--- src/rtl/spi_arb_pkg.sv ---
// Shared types and elaboration-time helpers for the SPI bus arbiter.
package spi_arb_pkg;

  typedef enum logic [2:0] {
    ST_IDLE,
    ST_SETUP,
    ST_SHIFT,
    ST_HOLD,
    ST_GAP
  } state_t;

  // Smallest phase counter must still hold the 4-bit setup/hold/gap counts.
  localparam int unsigned PHASE_MIN_CNT = 15;

  function automatic int unsigned clog2(input int unsigned v);
    int unsigned r;
    r = 0;
    while (((32'(1) << r) < v) && (r < 31)) begin
      r = r + 1;
    end
    return (r == 0) ? 1 : r;
  endfunction

  // Phase counter width: must reach max(2*DATA_W, 15).
  function automatic int unsigned phase_w(input int unsigned data_w);
    int unsigned m;
    m = ((2 * data_w) > PHASE_MIN_CNT) ? (2 * data_w) : PHASE_MIN_CNT;
    return clog2(m + 1);
  endfunction

endpackage

--- src/rtl/spi_bus_arbiter_rr_arbiter.sv ---
// Combinational requester picker: round-robin from last+1, or fixed
// lowest-index priority when SPI_ARB_FIXED_PRIORITY_EN is defined.
module rr_arbiter
  import spi_arb_pkg::*;
#(
  parameter  int unsigned NUM_REQ = 4,
  localparam int unsigned IDX_W   = clog2(NUM_REQ)
) (
  input  logic [NUM_REQ-1:0] req,
  input  logic [IDX_W-1:0]   last,
  output logic [NUM_REQ-1:0] win_c,
  output logic [IDX_W-1:0]   win_idx_c
);

`ifdef SPI_ARB_FIXED_PRIORITY_EN
  logic found;
  logic unused_last;

  assign unused_last = ^last;

  always_comb begin
    win_c     = '0;
    win_idx_c = '0;
    found     = 1'b0;
    for (int unsigned i = 0; i < NUM_REQ; i++) begin
      if (!found && req[IDX_W'(i)]) begin
        found                = 1'b1;
        win_c[IDX_W'(i)]     = 1'b1;
        win_idx_c            = IDX_W'(i);
      end
    end
  end
`else
  logic             found;
  logic [IDX_W-1:0] idx;

  // Scan upward from the requester after the last owner, wrapping round.
  always_comb begin
    win_c     = '0;
    win_idx_c = '0;
    found     = 1'b0;
    idx       = '0;
    for (int unsigned k = 1; k <= NUM_REQ; k++) begin
      idx = IDX_W'((32'(last) + k) % NUM_REQ);
      if (!found && req[idx]) begin
        found      = 1'b1;
        win_c[idx] = 1'b1;
        win_idx_c  = idx;
      end
    end
  end
`endif

endmodule

--- src/rtl/spi_bus_arbiter.sv ---
// Shares one SPI mode-0 master between NUM_REQ requesters (clk16 domain).
// Define SPI_ARB_FIXED_PRIORITY_EN for fixed lowest-index priority.
module spi_bus_arbiter
  import spi_arb_pkg::*;
#(
  parameter int unsigned NUM_REQ  = 4,
  parameter int unsigned DATA_W   = 16,
  parameter int unsigned CS_SETUP = 1,
  parameter int unsigned CS_HOLD  = 1,
  parameter int unsigned IDLE_GAP = 2
) (
  input  logic                      clk16,
  input  logic                      rst,
  input  logic [NUM_REQ-1:0]        req,
  input  logic [NUM_REQ*DATA_W-1:0] tx_data,
  output logic [NUM_REQ-1:0]        grant,
  output logic [NUM_REQ-1:0]        done,
  output logic [DATA_W-1:0]         rx_data,
  output logic                      busy,
  output logic                      sclk,
  output logic                      mosi,
  input  logic                      miso,
  output logic [NUM_REQ-1:0]        cs_n
);

  localparam int unsigned IDX_W = clog2(NUM_REQ);
  localparam int unsigned CNT_W = phase_w(DATA_W);

  state_t              state_q, state_d;
  logic [CNT_W-1:0]    cnt_q, cnt_d;
  logic [NUM_REQ-1:0]  req_q;
  logic [NUM_REQ-1:0]  req_eff_c;
  logic [IDX_W-1:0]    last_q, last_d;
  logic [NUM_REQ-1:0]  grant_q, grant_d;
  logic [NUM_REQ-1:0]  done_q, done_d;
  logic [DATA_W-1:0]   rx_q, rx_d;
  logic                busy_q, busy_d;
  logic                sclk_q, sclk_d;
  logic                mosi_q, mosi_d;
  logic [NUM_REQ-1:0]  cs_n_q, cs_n_d;
  logic [DATA_W-1:0]   shift_q, shift_d;
  logic [NUM_REQ-1:0]  win_c;
  logic [IDX_W-1:0]    win_idx_c;
  logic [DATA_W-1:0]   tx_sel_c;
  logic                launch_c;

  // A request must be seen on two consecutive edges, so a requester that
  // drops req on its done pulse is never granted again from stale state.
  assign req_eff_c = req & req_q;
  assign tx_sel_c  = tx_data[32'(win_idx_c) * DATA_W +: DATA_W];

  rr_arbiter #(
    .NUM_REQ (NUM_REQ)
  ) u_arb (
    .req       (req_eff_c),
    .last      (last_q),
    .win_c     (win_c),
    .win_idx_c (win_idx_c)
  );

  // State and output registers.
  always_ff @(posedge clk16) begin
    if (rst) begin
      state_q <= ST_IDLE;
      cnt_q   <= '0;
      req_q   <= '0;
      last_q  <= IDX_W'(NUM_REQ - 1);
      grant_q <= '0;
      done_q  <= '0;
      rx_q    <= '0;
      busy_q  <= 1'b0;
      sclk_q  <= 1'b0;
      mosi_q  <= 1'b0;
      cs_n_q  <= '1;
      shift_q <= '0;
    end else begin
      state_q <= state_d;
      cnt_q   <= cnt_d;
      req_q   <= req;
      last_q  <= last_d;
      grant_q <= grant_d;
      done_q  <= done_d;
      rx_q    <= rx_d;
      busy_q  <= busy_d;
      sclk_q  <= sclk_d;
      mosi_q  <= mosi_d;
      cs_n_q  <= cs_n_d;
      shift_q <= shift_d;
    end
  end

  // Next-state and next-output logic.
  always_comb begin
    state_d  = state_q;
    cnt_d    = cnt_q;
    last_d   = last_q;
    grant_d  = grant_q;
    done_d   = '0;
    rx_d     = rx_q;
    busy_d   = busy_q;
    sclk_d   = sclk_q;
    mosi_d   = mosi_q;
    cs_n_d   = cs_n_q;
    shift_d  = shift_q;
    launch_c = 1'b0;

    case (state_q)
      ST_IDLE: begin
        if (|req_eff_c) begin
          launch_c = 1'b1;
        end
      end

      ST_SETUP: begin
        if (cnt_q == CNT_W'(CS_SETUP - 1)) begin
          state_d = ST_SHIFT;
          cnt_d   = '0;
        end else begin
          cnt_d = cnt_q + CNT_W'(1);
        end
      end

      // Rising SCLK samples miso into the LSB; falling SCLK presents next MSB.
      ST_SHIFT: begin
        sclk_d = ~sclk_q;
        if (!sclk_q) begin
          shift_d = {shift_q[DATA_W-2:0], miso};
        end else if (cnt_q != CNT_W'(2 * DATA_W - 1)) begin
          mosi_d = shift_q[DATA_W-1];
        end
        if (cnt_q == CNT_W'(2 * DATA_W - 1)) begin
          state_d = ST_HOLD;
          cnt_d   = '0;
        end else begin
          cnt_d = cnt_q + CNT_W'(1);
        end
      end

      ST_HOLD: begin
        if (cnt_q == CNT_W'(CS_HOLD - 1)) begin
          state_d = ST_GAP;
          cnt_d   = '0;
          cs_n_d  = '1;
          grant_d = '0;
          done_d  = grant_q;
          rx_d    = shift_q;
        end else begin
          cnt_d = cnt_q + CNT_W'(1);
        end
      end

      // Back-to-back transfers launch straight from the end of the gap.
      ST_GAP: begin
        if (cnt_q == CNT_W'(IDLE_GAP - 1)) begin
          cnt_d = '0;
          if (|req_eff_c) begin
            launch_c = 1'b1;
          end else begin
            state_d = ST_IDLE;
            busy_d  = 1'b0;
          end
        end else begin
          cnt_d = cnt_q + CNT_W'(1);
        end
      end

      default: begin
        state_d = ST_IDLE;
      end
    endcase

    if (launch_c) begin
      state_d = ST_SETUP;
      cnt_d   = '0;
      grant_d = win_c;
      cs_n_d  = ~win_c;
      busy_d  = 1'b1;
      shift_d = tx_sel_c;
      mosi_d  = tx_sel_c[DATA_W-1];
      last_d  = win_idx_c;
    end
  end

  assign grant   = grant_q;
  assign done    = done_q;
  assign rx_data = rx_q;
  assign busy    = busy_q;
  assign sclk    = sclk_q;
  assign mosi    = mosi_q;
  assign cs_n    = cs_n_q;

endmodule

--- config.mk ---
export PLATFORM = sky130hd
export DESIGN_NAME = spi_bus_arbiter
export DESIGN_NICKNAME = d
export VERILOG_FILES = /design/src/rtl/spi_arb_pkg.sv /design/src/rtl/spi_bus_arbiter_rr_arbiter.sv /design/src/rtl/spi_bus_arbiter.sv
export SDC_FILE = /design/constraint.sdc
export NUM_CORES = 1
export LEC_CHECK = 0
export ABC_CLOCK_PERIOD_IN_PS = 3900
export BUFFER_PORTS_ARGS = -buffer_cell sky130_fd_sc_hd__buf_2
export CORE_ASPECT_RATIO = 2
export CORE_MARGIN = 3
export CORE_UTILIZATION = 54
export CTS_BUF_LIST = sky130_fd_sc_hd__clkbuf_4
export DETAILED_ROUTE_END_ITERATION = 8
export GPL_TIMING_DRIVEN = 0
export PLACE_DENSITY = 0.86
export SLEW_MARGIN = 20
export SYNTH_ARGS = -nofsm -noshare
export SYNTH_HDL_FRONTEND = slang
export SYNTH_SLANG_ARGS = --single-unit
--- constraint.sdc ---
create_clock -name clk16 -period 3.9 [get_ports clk16]
set_input_delay 0.39 -clock clk16 [delete_from_list [all_inputs] [get_ports clk16]]
set_output_delay 0.39 -clock clk16 [all_outputs]
set_load 0.05 [all_outputs]
Word-level counts from Yosys, hierarchy flattened
Index checks and enable logic that the tools add are counted.
Widths: inputs -> output; s select.
{"block": "classes", "add_sub_neg": 5, "n_lt_le_gt_ge": 8, "n_eq_ne": 20, "shift": 1, "n_mux": 58, "bitwise": 9, "n_reduce_logical": 31}
{"op": "$shiftx 64x7->16", "n": 1}
{"op": "$mux 16", "n": 3}
{"op": "$mux 4", "n": 10}
{"op": "$mux 1", "n": 22}
{"op": "$mux 6", "n": 3}
{"op": "$pmux 6 s3", "n": 1}
{"op": "$mux 3", "n": 5}
{"op": "$ne 3x3->1 const B", "n": 5}
{"op": "$pmux 3 s5", "n": 1}
{"op": "$ne 2x2->1 const B", "n": 7}
{"op": "$reduce_bool 2->1", "n": 7}
{"op": "$lt 2x3->1 const B", "n": 4}
{"op": "$or 4x4->4", "n": 3}
{"op": "$reduce_and 6->1", "n": 2}
{"op": "$bmux 1 s2", "n": 4}
{"op": "$demux 1 s2", "n": 4}
{"op": "$ge 2x1->1 const B", "n": 4}
{"op": "$mux 2", "n": 4}
{"op": "$logic_and 1x1->1", "n": 7}
{"op": "$add 6x1->6 const B", "n": 1}
{"op": "$eq 3x2->1 const B", "n": 2}
{"op": "$eq 6x1->1 const B", "n": 1}
{"op": "$eq 6x5->1 const B", "n": 1}
{"op": "$logic_not 6->1", "n": 1}
{"op": "18 further kinds", "n": 29}
{"block": "totals", "ff_bits": 62, "inputBits": 71, "elab_cells": 145}

Depth between registers and ports, before layout
Gate-level depths: netlist of run 1.
{"block": "logic_depth", "ltp_word": 15, "mapped_depth": 12, "mapped_depth_nobuf": 8}

Modules after synthesis
From an unflattened synthesis of run 1, not the netlist that was laid out.
{"block": "hier_totals", "hier_cells": 385, "hier_area_um2": 3668.5}
{"module": "spi_bus_arbiter", "n_inst": 1, "cells_each": 317, "area_per_inst_um2": 3123.0, "seq_area_each_um2": 1241.2}
{"module": "rr_arbiter", "n_inst": 1, "cells_each": 68, "area_per_inst_um2": 545.5, "seq_area_each_um2": 0.0}

Least setup slack after synthesis of run 1
Ideal clock, no wire load.
{"block": "synth_path", "kind": "reg2reg", "startpoint": "register last_q[1]", "endpoint": "register shift_q[10]", "setup_ns": 0.115, "arrival_ns": 2.754, "path_slack_ns": 1.031, "stages_incl_launch_ff": 13, "period_less_slack_ns": 2.869, "path_cell_list": "dfxtp_1 clkbuf_1 inv_1 ha_1 buf_4 inv_1 mux4_2 or2_0 a22oi_2 buf_6 buf_12 mux2i_1 o21a_1"}
{"block": "synth_via", "elab_chain_len": 15}
{"item": "from (decl)", "line_no": "spi_bus_arbiter.sv:33", "rtl": "logic [IDX_W-1:0] last_q, last_d;"}
{"item": "from (signal assigned)", "line_no": "spi_bus_arbiter.sv:67", "rtl": "last_q <= IDX_W'(NUM_REQ - 1);"}
{"item": "from (signal assigned)", "line_no": "spi_bus_arbiter.sv:80", "rtl": "last_q <= last_d;"}
{"item": "$add 2x1->2", "line_no": "spi_bus_arbiter_rr_arbiter.sv:44", "rtl": "idx = IDX_W'((32'(last) + k) % NUM_REQ);"}
{"item": "$bmux 1 s2", "line_no": "spi_bus_arbiter_rr_arbiter.sv:45", "rtl": "if (!found && req[idx]) begin"}
{"item": "$mux 1 (not written as such)", "line_no": "spi_bus_arbiter_rr_arbiter.sv:45"}
{"item": "$mux 1", "line_no": "spi_bus_arbiter_rr_arbiter.sv:45"}
{"item": "$logic_not 1->1", "line_no": "spi_bus_arbiter_rr_arbiter.sv:45"}
{"item": "$logic_and 1x1->1", "line_no": "spi_bus_arbiter_rr_arbiter.sv:45"}
{"item": "$mux 1", "line_no": "spi_bus_arbiter_rr_arbiter.sv:45"}
{"item": "$logic_not 1->1", "line_no": "spi_bus_arbiter_rr_arbiter.sv:45"}
{"item": "$logic_and 1x1->1", "line_no": "spi_bus_arbiter_rr_arbiter.sv:45"}
{"item": "$mux 1", "line_no": "spi_bus_arbiter_rr_arbiter.sv:45"}
{"item": "$logic_not 1->1", "line_no": "spi_bus_arbiter_rr_arbiter.sv:45"}
{"item": "$logic_and 1x1->1", "line_no": "spi_bus_arbiter_rr_arbiter.sv:45"}
{"item": "$mux 2 *", "line_no": "spi_bus_arbiter_rr_arbiter.sv:45"}
{"item": "$shiftx 64x7->16 *", "line_no": "spi_bus_arbiter.sv:50", "rtl": "assign tx_sel_c = tx_data[32'(win_idx_c) * DATA_W +: DATA_W];"}
{"item": "$mux 16 *", "line_no": "spi_bus_arbiter.sv:172", "rtl": "if (launch_c) begin"}
{"item": "to (signal assigned)", "line_no": "spi_bus_arbiter.sv:88", "rtl": "shift_q <= shift_d;"}
{"item": "to (decl)", "line_no": "spi_bus_arbiter.sv:41", "rtl": "logic [DATA_W-1:0] shift_q, shift_d;"}
Mark *: on every way between the ends. The rest lies on a longest branch, timed or not. The select of a mux whose other input is x is not followed.
A chain may end at the register's enable or synchronous reset.

Worst setup path in the final report of run 1
{"block": "layout_path", "startpoint": "register last_q[1]", "endpoint": "register shift_q[9]"}
Same word-level chain as after synthesis.

==> results of run 1 <==
[per-layer routing]
metal / GRT usage [%] / up-vias
li1: - / 1673
met1: 22.5 / 1607
met2: 50.1 / 157
met3: 3.43 / 40
met4: 16.0 / 0
met5: 0 / -
[power groups by stage]
stage | logic [uW] | clock network (uW) | registers (uW)
5_1_grt | 580 | 449 | 740
4_1_cts | 528 | 429 | 733
3_5_place_dp | 525 | 0 | 747
3_3_place_gp | 512 | 0 | 745
2_1_floorplan | 342 | 0 | 787
6_report | 531 | 423 | 734
[per-stage QoR]
| step | std cells | instance area, um2 | hold slack, ns | util (%) |
|---|---|---|---|---|
| floorplan | 395 | 3570 | 0.444 | - |
| global placement | 582 | 4180 | 0.443 | 65.8 |
| detailed placement | 582 | 4180 | 0.452 | 65.8 |
| CTS | 596 | 4310 | 0.228 | 67.7 |
| global route | 597 | 4310 | 0.242 | 67.8 |
| finish | 597 | 4310 | 0.247 | 67.8 |
[cells by family after synthesis]
group / Yosys count
DFF: 62
and+or+nand+nor: 110
xor gates and xnor gates: 6
adders and majority gates: 11
muxes: 69
AOI/OAI and AO/OA: 105
buffers and inverters: 32
[final cells by class]
| type | instances | area share (%) |
|---|---|---|
| Antenna cell | 1 | 0.0581 |
| Buffer | 25 | 2.99 |
| Clock buffer | 12 | 2.09 |
| Clock inverter | 2 | 0.813 |
| Inverter | 7 | 0.610 |
| Multi-Input combinational cell | 301 | 50.4 |
| Sequential cell | 62 | 28.8 |
| Tap cell | 86 | 2.50 |
| Timing Repair Buffer | 101 | 11.7 |
[registers in the layout, summed over array words and instances (netlist names)]
name / count
rx_data: 16
shift_q: 16
cnt_q: 6
cs_n: 4
done: 4
grant: 4
req_q: 4
state_q: 3
last_q: 2
busy: 1
mosi: 1
sclk: 1
[critical path, cell delays in order (launching register included)]
cell and delay (ns):
dfxtp_1 0.41, clkbuf_1 0.34, inv_1 0.24, ha_1 0.33
buf_4 0.16, inv_1 0.11, mux4_2 0.53, or2_0 0.23
a22oi_2 0.22, buf_6 0.19, buf_12 0.15, mux2i_1 0.21
o21a_1 0.12
[final timing paths]
path         startpoint    endpoint  slack (ns)  cells past startpoint
max reg2reg   last_q[1]  shift_q[9]        0.57                     12
max           last_q[1]  shift_q[9]        0.57                     12
min              req[0]    req_q[0]        0.25                      2
min reg2reg  rx_data[8]  rx_data[8]        0.46                      2
[synth_stat cells (all sizes together) (5+ instances only)]
cell type,number,area [um2]
dfxtp,62,1240
ha,11,138
o211ai,5,37.5
nor3b,6,45.0
nand4,5,31.3
o21ai,5,25.0
a21oi,38,190
nand2,42,160
nor2,14,52.6
clkbuf,15,56.3
inv,7,26.3
mux2i,67,671
o21a,18,135
nand3,14,70.1
buf,10,72.6
a211oi,11,82.6
==> metrics, run 1 <==
Area Growth Syn to Fin 20.7%; layout cell share with drive strength beyond 1 26.3%; Seq cells post-synth 62; startpoint types flop; status complete, no violations; crit path max fanout 10; CTS tree done; Die Height 121 um; die width about 63 um; FFs w/ async S/R, synth 0%; final setup fails 0; clock buffer count from CTS 9; Hold Path Class in2reg; Total GRT Usage between 20 and 30%; syn_area_per_cell 9.04 um2; Synth Area in Simple Gates 15.3%; worst slew pin tran 0.981 ns; WL met1 roughly 3100 um; switching part of the total power 34.0%; core area approximately 6400 um2; Seq pwr share 43.5%; Cells after Synth 395; Netlist cell types 55; Post-Synth XOR/XNOR Area 1.47%; ANT nets after route 0; power per cell area 392 nW/um2; fillers between 500 and 600; wire length on met3 488 um; CTS resizes 0; Synthesized Nets 477; clk buf depth 2; # clock sinks 62; post-CTS setup buffer count 0; Post-DP HPWL roughly 7500 um; minimum clock period 3.33 ns; upper clock frequency limit 300 MHz; skew final 0.0196 ns; mapped cell area 3570 um2; port bufs 101; Seq/Total Area, Yosys 34.8%; adder-cell area share of the yosys netlist 3.86%; largest family of logic cells by synthesized area compound AO/OA/AOI/OAI gates; Hold Buf Count CTS 0; max-cap violations 0; WL met2 5360 um; Switch Pwr 574 uW; global-route wire length before repair 15300 um; largest net degree at the start of global routing 12; Final Max Slew Viols 0; Via Count 3477; final worst slack about 0.57 ns; combinational share of power a little under a third; clk slew on worst S/H paths ~0.1 ns; number of top-level pins 102; RSZ-0062 raised after global routing no; Sum Neg Setup Slack 0 ns; DR iter-0 viols 353; vias in the first global route 3456; most common cell after layout, fill and taps aside buf_2; Row Count 41; Setup CP Type reg2reg; post-synthesis mux area share 20.0%; Residual DRC 0; clock power share 25.0%; Design Power 1690 uW; Pleak approximately 0.0020 uW; Final Hold Vio Count 0; CTS Root Cell clkbuf_4; Critical Path Sink Type flop; register area 1240 um2; DR vias/cell 5.82; most frequent cells in the layout buf_2, mux2i_1, dfxtp_1, nand2_1, a21oi_1; area occupied by multi-input gates around 2200 um2; Skew-Pair Late Insertion Delay just over 0.4 ns; fin nets 589; ys flop type dfxtp_1; Worst EP arrival 3.69 ns; slew margin rel. about a third; die area 7680 um2; Internal 1110 uW; highest metal used met4; Worst VDD drop 360 uV; period utilisation layout 85.5%; WL final between 9000 and 10000 um; Synth Area in Compound Gates about a fifth; EDFF count, synth 0; number of detailed-route iterations in the first pass 5; gr ovfl total 0; pre-CTS WS roughly 0.62 ns; initial antenna violation count 1; Wirelength per Cell 15.8 um; Initial Utilization 56.1%; Worst EP required around 4.3 ns; RePlAce Congestion 0.984; # H-tree levels 3; Ys Warns 0
Note: power is estimated with default switching activity, not from simulation.
==> run 2, diff against run 1 <==
--- a/config.mk
+++ b/config.mk
@@ -9,11 +9,10 @@
 export BUFFER_PORTS_ARGS = -buffer_cell sky130_fd_sc_hd__buf_2
 export CORE_ASPECT_RATIO = 2
 export CORE_MARGIN = 3
-export CORE_UTILIZATION = 54
-export CTS_BUF_LIST = sky130_fd_sc_hd__clkbuf_4
+export CORE_UTILIZATION = 52
 export DETAILED_ROUTE_END_ITERATION = 8
 export GPL_TIMING_DRIVEN = 0
-export PLACE_DENSITY = 0.86
+export PLACE_DENSITY = 0.84
 export SLEW_MARGIN = 20
 export SYNTH_ARGS = -nofsm -noshare
 export SYNTH_HDL_FRONTEND = slang
==> run 2 against run 1 <==
Net effect:
- global-route usage rose by 0.39 points
- sequential power barely moved
- register-to-register slack barely moved
- sequential share of layout area fell by 1.3 points
- highest routed layer unchanged
- final cell count rose by 0.50%
- worst hold slack improved by 0.075 ns
- critical path depth did not move
- design area rose by 4.6%
==> metrics, run 2 (synthesis gave the netlist of run 1 again) <==
RSZ-0062 raised after global routing no; largest net degree at the start of global routing 12; Critical Path Sink Type flop; startpoint types flop; number of top-level pins 102; Critical Path Most Common Cell inv_1; Die Height 123 um; status complete, no violations; RePlAce Congestion 0.953; # clock sinks 62; top cell family by delay on the critical path buffers and inverters; skew final 0.00600 ns; # H-tree levels 3; Sum Neg Setup Slack 0 ns; vias in the first global route between 3000 and 4000; ANT nets after route 0; global-route wire length before repair 15700 um; CTS resizes 0; Worst EP required 4.17 ns; gr ovfl total 0; max-cap violations 0; clock buffer count from CTS 9; crit path max fanout 10; Worst EP arrival 3.62 ns; clk slew on worst S/H paths around 0.050 ns; Final Hold Vio Count 0; CP max stage cell mux4_2; CP max stage delay 0.54 ns; crit path cell chain clkbuf_1, inv_1, ha_1, buf_4, inv_1, mux4_2, or2_0, a22oi_2, buf_6, buf_12, mux2i_1, o21a_1; Hold Path Class in2reg; Residual DRC 0; CTS tree done; # diodes 0; fin nets 589; Worst VDD drop 272 uV; pre-CTS WS 0.604 ns; most frequent cells in the layout buf_2, mux2i_1, dfxtp_1, nand2_1, a21oi_1; Area Growth Syn to Fin 26.3%; Post-DP HPWL 7670 um; power per cell area 467 nW/um2; Wirelength per Cell approximately 17 um; worst slew pin tran a little over 1 ns; Via Count 3451; Total GRT Usage 25.5%; core area 6620 um2; final setup fails 0; die width 64.6 um; Pleak 0.00204 uW; slew margin rel. a little under a third; most common cell after layout, fill and taps aside buf_2; CTS Root Cell clkbuf_16; die area 7950 um2; upper clock frequency limit 299 MHz; Hold Buf Count CTS 0; period utilisation layout between 80% and 90%; final worst slack around 0.56 ns; WL final 9930 um; port bufs 101; initial antenna violation count 0; minimum clock period between 3 and 4 ns; Setup CP Type reg2reg; clk buf depth 2; Initial Utilization 53.9%; DR iter-0 viols 253; number of detailed-route iterations in the first pass 4; Skew-Pair Late Insertion Delay 0.33 ns; post-CTS setup buffer count 0; Row Count 42; Final Max Slew Viols 0; DR vias/cell 5.75; Buf/Inv on CP 6; layout cell share with drive strength beyond 1 26.4%
run 2: cell types whose count changed in the layout (fill, tap and decap cells not counted), sizes merged:
cell | before | now
clkbuf | 27 | 29
clkinv | 1 | 0
clkinvlp | 0 | 1
diode | 1 | 0
run 2: worst paths after layout:
path         cells after the start        from  slack (ns)          to
min                              2      req[0]        0.32    req_q[0]
min reg2reg                      2  rx_data[3]        0.46  rx_data[3]
max reg2reg                     12   last_q[1]        0.56  shift_q[7]
max                             12   last_q[1]        0.56  shift_q[7]
run 2: layout make-up:
cell class                 count  area (um2)
buffer                        25         129
clock buffer                  14         284
clock inverter                 2        37.5
fill                         578        2110
inverter                       7        26.3
multi-input combinational    301        2170
sequential                    62        1240
tap                           88         110
timing repair buffer         101         505
run 2: where the power goes:
part	switching (uW)	internal, uW	total, uW
combinational	314	219	532
clock	276	564	840
sequential	47.4	687	735
total	637	1470	2110
run 2: per-stage QoR:
step	area, um2	util (%)	power (uW)	hold slack (ns)	std cells
CTS	4510	68.1	2110	0.317	600
global route	4510	68.1	2190	0.340	600
detailed placement	4190	63.2	1270	0.453	584
global placement	4190	63.2	1260	0.444	584
finish	4510	68.1	2110	0.322	600
floorplan	3570	-	1130	0.444	395
run 2: worst reg2reg max path, delay by kind of cell (launching register included):
family	cells	cell delay [ns]
adders and majority gates	1	0.33
AOI/OAI and AO/OA	2	0.35
muxes	2	0.75
DFF	1	0.41
buffers and inverters	6	1.23
and+or+nand+nor	1	0.23
run 2: per-layer routing:
metal  track usage (%)  part of all wire, %  wire length (um)  vias up
met5                 0                    0                 0        -
met4              14.4                  3.9               389        0
li1                  -                    -                 -     1672
met2              51.5                   58              5770      128
met1              22.7                   34              3340     1620
met3              4.55                  4.4               433       31
